===== src/rtl/store_pkg.sv =====
// Shared store-path definitions: funct3 codes, byte masks, FSM states.
// Also imported by load-side decoding for the funct3 constants.
package store_pkg;

    localparam logic [2:0] F3_SB = 3'b000;
    localparam logic [2:0] F3_SH = 3'b001;
    localparam logic [2:0] F3_SW = 3'b010;

    localparam logic [3:0] MASK_B = 4'b0001;
    localparam logic [3:0] MASK_H = 4'b0011;
    localparam logic [3:0] MASK_W = 4'b1111;

    typedef enum logic [1:0] {
        IDLE,
        BEAT0,
        BEAT1
    } state_t;

endpackage


===== src/rtl/store_lane_shift.sv =====
// Positions store data and byte enables across a two-word window.
// Lanes outside the access width are forced to zero.
module store_lane_shift
    import store_pkg::*;
(
    input  logic [2:0]  type_i,
    input  logic [1:0]  offset_i,
    input  logic [31:0] data_i,
    output logic [63:0] data64_o,
    output logic [7:0]  mask8_o,
    output logic        split_o,
    output logic        illegal_o
);

    logic [3:0]  base;
    logic [31:0] wmask;

    always_comb begin
        base      = 4'b0000;
        wmask     = 32'h0000_0000;
        illegal_o = 1'b0;
        unique case (type_i)
            F3_SB: begin
                base  = MASK_B;
                wmask = 32'h0000_00FF;
            end
            F3_SH: begin
                base  = MASK_H;
                wmask = 32'h0000_FFFF;
            end
            F3_SW: begin
                base  = MASK_W;
                wmask = 32'hFFFF_FFFF;
            end
            default: illegal_o = 1'b1;
        endcase
        mask8_o  = {4'b0000, base} << offset_i;
        data64_o = {32'h0, data_i & wmask} << {offset_i, 3'b000};
        split_o  = |mask8_o[7:4];
    end

endmodule


===== src/rtl/store_unit.sv =====
// Store request to memory write beats, splitting word-crossing stores.
// Illegal or disallowed requests are consumed and flagged via store_err.
module store_unit
    import store_pkg::*;
#(
    parameter bit ALLOW_MISALIGNED = 1'b1
) (
    input  logic        clk,
    input  logic        rst,
    input  logic        req_valid,
    output logic        req_ready,
    input  logic [31:0] req_addr,
    input  logic [2:0]  req_type,
    input  logic [31:0] req_data,
    output logic        mem_we,
    output logic [31:0] mem_addr,
    output logic [31:0] mem_wdata,
    output logic [3:0]  mem_be,
    input  logic        mem_ack,
    output logic        store_done,
    output logic        store_err
);

    state_t      state_q, state_d;
    logic [31:0] addr0_q, data0_q, data1_q;
    logic [3:0]  be0_q, be1_q;
    logic        split_q;
    logic        done_q, done_d;
    logic        err_q, err_d;

    logic [63:0] data64;
    logic [7:0]  mask8;
    logic        split, illegal, bad, accept;

    store_lane_shift u_shift (
        .type_i    (req_type),
        .offset_i  (req_addr[1:0]),
        .data_i    (req_data),
        .data64_o  (data64),
        .mask8_o   (mask8),
        .split_o   (split),
        .illegal_o (illegal)
    );

    assign req_ready = (state_q == IDLE);
    assign accept    = req_valid && req_ready;
    assign bad       = illegal || (split && !ALLOW_MISALIGNED);

    always_comb begin
        state_d = state_q;
        done_d  = 1'b0;
        err_d   = 1'b0;
        unique case (state_q)
            IDLE: begin
                if (accept) begin
                    if (bad) err_d   = 1'b1;
                    else     state_d = BEAT0;
                end
            end
            BEAT0: begin
                if (mem_ack) begin
                    if (split_q) begin
                        state_d = BEAT1;
                    end else begin
                        state_d = IDLE;
                        done_d  = 1'b1;
                    end
                end
            end
            BEAT1: begin
                if (mem_ack) begin
                    state_d = IDLE;
                    done_d  = 1'b1;
                end
            end
            default: state_d = IDLE;
        endcase
    end

    always_ff @(posedge clk) begin
        if (rst) begin
            state_q <= IDLE;
            done_q  <= 1'b0;
            err_q   <= 1'b0;
        end else begin
            state_q <= state_d;
            done_q  <= done_d;
            err_q   <= err_d;
        end
    end

    // Beat registers load only on a legal accept, never while busy.
    always_ff @(posedge clk) begin
        if (rst) begin
            addr0_q <= 32'h0;
            data0_q <= 32'h0;
            data1_q <= 32'h0;
            be0_q   <= 4'h0;
            be1_q   <= 4'h0;
            split_q <= 1'b0;
        end else if (accept && !bad) begin
            addr0_q <= {req_addr[31:2], 2'b00};
            data0_q <= data64[31:0];
            data1_q <= data64[63:32];
            be0_q   <= mask8[3:0];
            be1_q   <= mask8[7:4];
            split_q <= split;
        end
    end

    always_comb begin
        mem_we    = 1'b0;
        mem_addr  = 32'h0;
        mem_wdata = 32'h0;
        mem_be    = 4'h0;
        unique case (state_q)
            BEAT0: begin
                mem_we    = 1'b1;
                mem_addr  = addr0_q;
                mem_wdata = data0_q;
                mem_be    = be0_q;
            end
            BEAT1: begin
                mem_we    = 1'b1;
                mem_addr  = addr0_q + 32'd4;
                mem_wdata = data1_q;
                mem_be    = be1_q;
            end
            default: ;
        endcase
    end

    assign store_done = done_q;
    assign store_err  = err_q;

endmodule


===== config.mk =====
export PLATFORM = sky130hd
export DESIGN_NAME = store_unit
export DESIGN_NICKNAME = d
export VERILOG_FILES = /design/src/rtl/store_pkg.sv /design/src/rtl/store_lane_shift.sv /design/src/rtl/store_unit.sv
export SDC_FILE = /design/constraint.sdc
export NUM_CORES = 1
export LEC_CHECK = 0
export BUFFER_PORTS_ARGS = -buffer_cell sky130_fd_sc_hd__buf_2
export CAP_MARGIN = 0
export CORE_ASPECT_RATIO = 1.4
export CORE_UTILIZATION = 45
export CTS_BUF_LIST = sky130_fd_sc_hd__clkbuf_4 sky130_fd_sc_hd__clkbuf_8
export CTS_CLUSTER_DIAMETER = 80
export DETAILED_ROUTE_END_ITERATION = 8
export GPL_ROUTABILITY_DRIVEN = 0
export PLACE_DENSITY = 0.7
export SYNTH_ARGS = -nofsm -noshare
export SYNTH_HDL_FRONTEND = slang
export SYNTH_SLANG_ARGS = --single-unit

===== constraint.sdc =====
create_clock -name clk -period 2 [get_ports clk]
set_input_delay 0.3 -clock clk [delete_from_list [all_inputs] [get_ports clk]]
set_output_delay 0.3 -clock clk [all_outputs]
set_load 0.05 [all_outputs]

==> results.toml <==
[critical_path]
slowest_stage = "sky130_fd_sc_hd__or3_4"
setup.worst_path.start_class = "flop"
timing.rr.start = "state_q[0]$_SDFFE_PP0P_"
delay_of_the_slowest_critical_path_stage_ps = 420
critPathRequiredTime_ps = 1700
worst_ep_arrival_time_ps = 2200
critPathLaunch = "addr0_q[2]$_SDFFE_PP0P_"
crit_buf_inv = 1
critical_path.cell_chain = "ha_4 -> nand3_4 -> or3_4 -> o311a_1 -> a221o_2 -> buf_6"
worst_path_top_cell_family_by_delay = "compound AO/OA/AOI/OAI gates"
max_fo_critical_path = 4
criticalPathCategory = "reg2out"
critPathCaptureType = "primary output"

[pwr]
cellPowerDensity_mw_per_mm2 = 462
p_leak_nw = 3.52
vdd_drop_max_v = 0.000319
power_mw = 4.38

[floorplan]
die-height_um = 135
top_level_ports = 143
placementRows = 48
die_boundary_width_um = 96.9
floorplan.core_area_mm2 = 0.0123
start_util_pct = 46.1
die_area_mm2 = 0.0131

[routing]
drt_first_pass_iters = 5
detail_route.iter0.violations = 468
postRouteAntennaNets = 0
vias = 6979
drt-wirelength-per-cell_um = 21.6
detail_route.wirelength_um = 23800
viasPerCell = 6.33
post-route-drc-count = 0

[sta]
final-hold-violation-count = 0
rsz_0062_raised_after_global_routing = "true"
timing.max_slew.rel_slack_pct = 51.5
finClkSkew_ps = 8.77
maxClockFrequency_ghz = 0.401
worst_margin_pin_slew_ps = 722
timing.final.crit_share_pct = 125
hold_slack_ps = 159
post-route-min-period_ps = 2500
report.final.setup_viol = 66
report.final.slew_viol_count = 0
final.setup.worst_slack_ps = -496

[cells_and_area]
drive_above_1_share_pct = 48.9
layout.filler_cells = 814
ff_latch_area_mm2 = 0.00200
num-nets-final = 1023
antenna-diode-count = 0
multi_input_gate_area_in_the_final_layout_mm2 = 0.00437
syn2layout_area_growth_pct = 66.7

[clock_network]
ctsHoldBuffers = 0
cts_buffers = 9
clk_pin_slew_worst_paths_ps = 100
cts_tree = "yes"
cts_num_sinks = 98
htreeDepth = 3
clock_tree.buffer_depth = 2
cts_root_buf = "sky130_fd_sc_hd__clkbuf_8"
clkLatencyLatePin_ps = 370

[placed_design]
detailedPlace.worstSlack_ps = -217
placement.io_buffers = 140
place_hpwl_um = 14700

[run]
max_cap_violations = 0

[global_routing]
first_global_vias = 6845
track_usage_pct = 33.0
grt_antenna_before_repair = 0
grt_max_degree = 46
global_route.overflow_total = 0
grt_first_pass_wirelength_um = 34400

[synthesis]
post_synth_instance_area_mm2 = 0.00568
ys_async_sr_fraction_pct = 0
ys_seq_elements = 98
synth-edff-count = 0
synth_cells = 738
postSynth.topFlopCell = "sky130_fd_sc_hd__dfxtp_1"
synth-seq-area-share_pct = 34.5
synth.lib_cells_used.distinct = 64
avgSynthCellArea_um2 = 7.70
synth-warning-count = 0

[hold_path]
hold_path.class = "in2reg"
worst_hold_startpoint = "req_addr[29]"

[run_status]
failed_checks = "negative setup slack"
outcome = "finished, violations left"
## stage by stage
step / util, % / cells / setup TNS, ps / area [um^2]
finish: 76.9 / 1103 / -16400 / 9470
detailed placement: 61.5 / 1049 / -1090 / 7570
CTS: 73.9 / 1095 / -11100 / 9100
global placement: 61.5 / 1049 / -829 / 7570
floorplan: - / 739 / -241 / 6280
global route: 76.9 / 1103 / -19400 / 9470
## cell usage after synthesis, drive strengths merged, types with 8 or more instances
library cell  number  area, um^2
a211oi             8        60.1
a21oi             66         330
a22oi             76         571
a31oi             18         113
and3              15        93.8
buf               17         115
clkbuf            53         220
dfxtp             98        1960
mux2               8        90.1
mux2i              8        80.1
nand2            102         383
nand3             24         143
nand3b            21         158
nand4             12        81.3
nor2              79         297
nor2b             11        68.8
nor3              11        60.1
o21ai             26         130
o2bb2ai            8        70.1
## worst reg2reg max path, delay by kind of cell (launching register included)
family / cells / cell delay, ps
AND/OR/NAND/NOR: 2 / 540
AO/OA/AOI/OAI: 2 / 230
adder cells (fa/ha/maj): 1 / 180
buffers and inverters: 3 / 510
flip-flops: 1 / 350
## layer usage
metal	vias to the layer above	part of all wire (%)	track usage (%)
li1	3135	-	-
met3	101	6.4	4.61
met2	406	53	61.1
met4	0	5.9	19.7
met1	3337	35	35.5
met5	-	0	0
## cells by family after synthesis
group / count (synthesis) / share of synthesized area (%)
flip-flops: 98 / 34.5
other: 1 / 0.0660
buffers and inverters: 79 / 7.01
multiplexers: 16 / 3.00
AND/OR/NAND/NOR: 302 / 26.5
AO/OA/AOI/OAI: 238 / 28.0
adder cells (fa/ha/maj): 4 / 0.881
## layout make-up
class	instances	area share, %
clock buffers	12	1.68
repair inverters	1	0.172
multi-input cells	562	46.2
inverters	8	0.555
flip-flops and latches	98	21.1
clock inverters	4	0.515
well taps	150	1.98
repair buffers	268	27.9
## where the power goes
group | switching (mW) | leakage (nW) | internal, mW
combinational | 0.562 | 2.61 | 0.384
clock | 0.723 | 0.106 | 0.661
sequential | 0.0455 | 0.803 | 2.00
total | 1.33 | 3.52 | 3.05
## placed cells by master, fill, tap and decap left out, drive strengths merged, types with 2 or more instances in the layout
cell type | synthesis | layout
buf | 17 | 267
nand2 | 102 | 102
dfxtp | 98 | 98
nor2 | 79 | 79
a22oi | 76 | 76
a21oi | 66 | 66
o21ai | 26 | 26
nand3 | 24 | 24
nand3b | 21 | 21
a31oi | 18 | 18
and3 | 15 | 15
clkbuf | 53 | 13
nand4 | 12 | 12
nor2b | 11 | 11
nor3 | 11 | 11
mux2 | 8 | 8
mux2i | 8 | 8
o2bb2ai | 8 | 8
a211oi | 8 | 8
inv | 6 | 7
nor4 | 6 | 6
and4 | 6 | 6
a311oi | 5 | 5
o21a | 5 | 5
a31o | 5 | 5
ha | 4 | 4
clkinv | 2 | 4
and2 | 4 | 4
o311a | 3 | 3
a41o | 3 | 3
or4 | 3 | 3
o22a | 3 | 3
a21o | 2 | 2
nand4b | 2 | 2
conb | 1 | 2
or3 | 2 | 2
o221a | 2 | 2
## flip-flops by register name, indices dropped and copies added, names as in the netlist
signal and count:
data1_q 24, addr0_q 30, store_err 1, state_q 2
be0_q 4, store_done 1, be1_q 3, data0_q 32
split_q 1
## path summary, 6_finish.rpt
path	to	slack, ps	depth (start not counted)
worst max-delay path	mem_addr[26]	-500	6
worst min-delay path	addr0_q[29]$_SDFFE_PP0P_	160	3
worst max register to register	data1_q[0]$_SDFFE_PP0P_	140	8
worst min register to register	data0_q[25]$_SDFFE_PP0P_	460	2
## what timing repair did
item | CTS | global route
pin swaps | 53 | 35
buffers inserted | 25 | 18
cloned | 9 | 1
gates resized for setup | 260 | 85
setup endpoints to repair | 67 | 66
(Power assumes the default switching activity.)
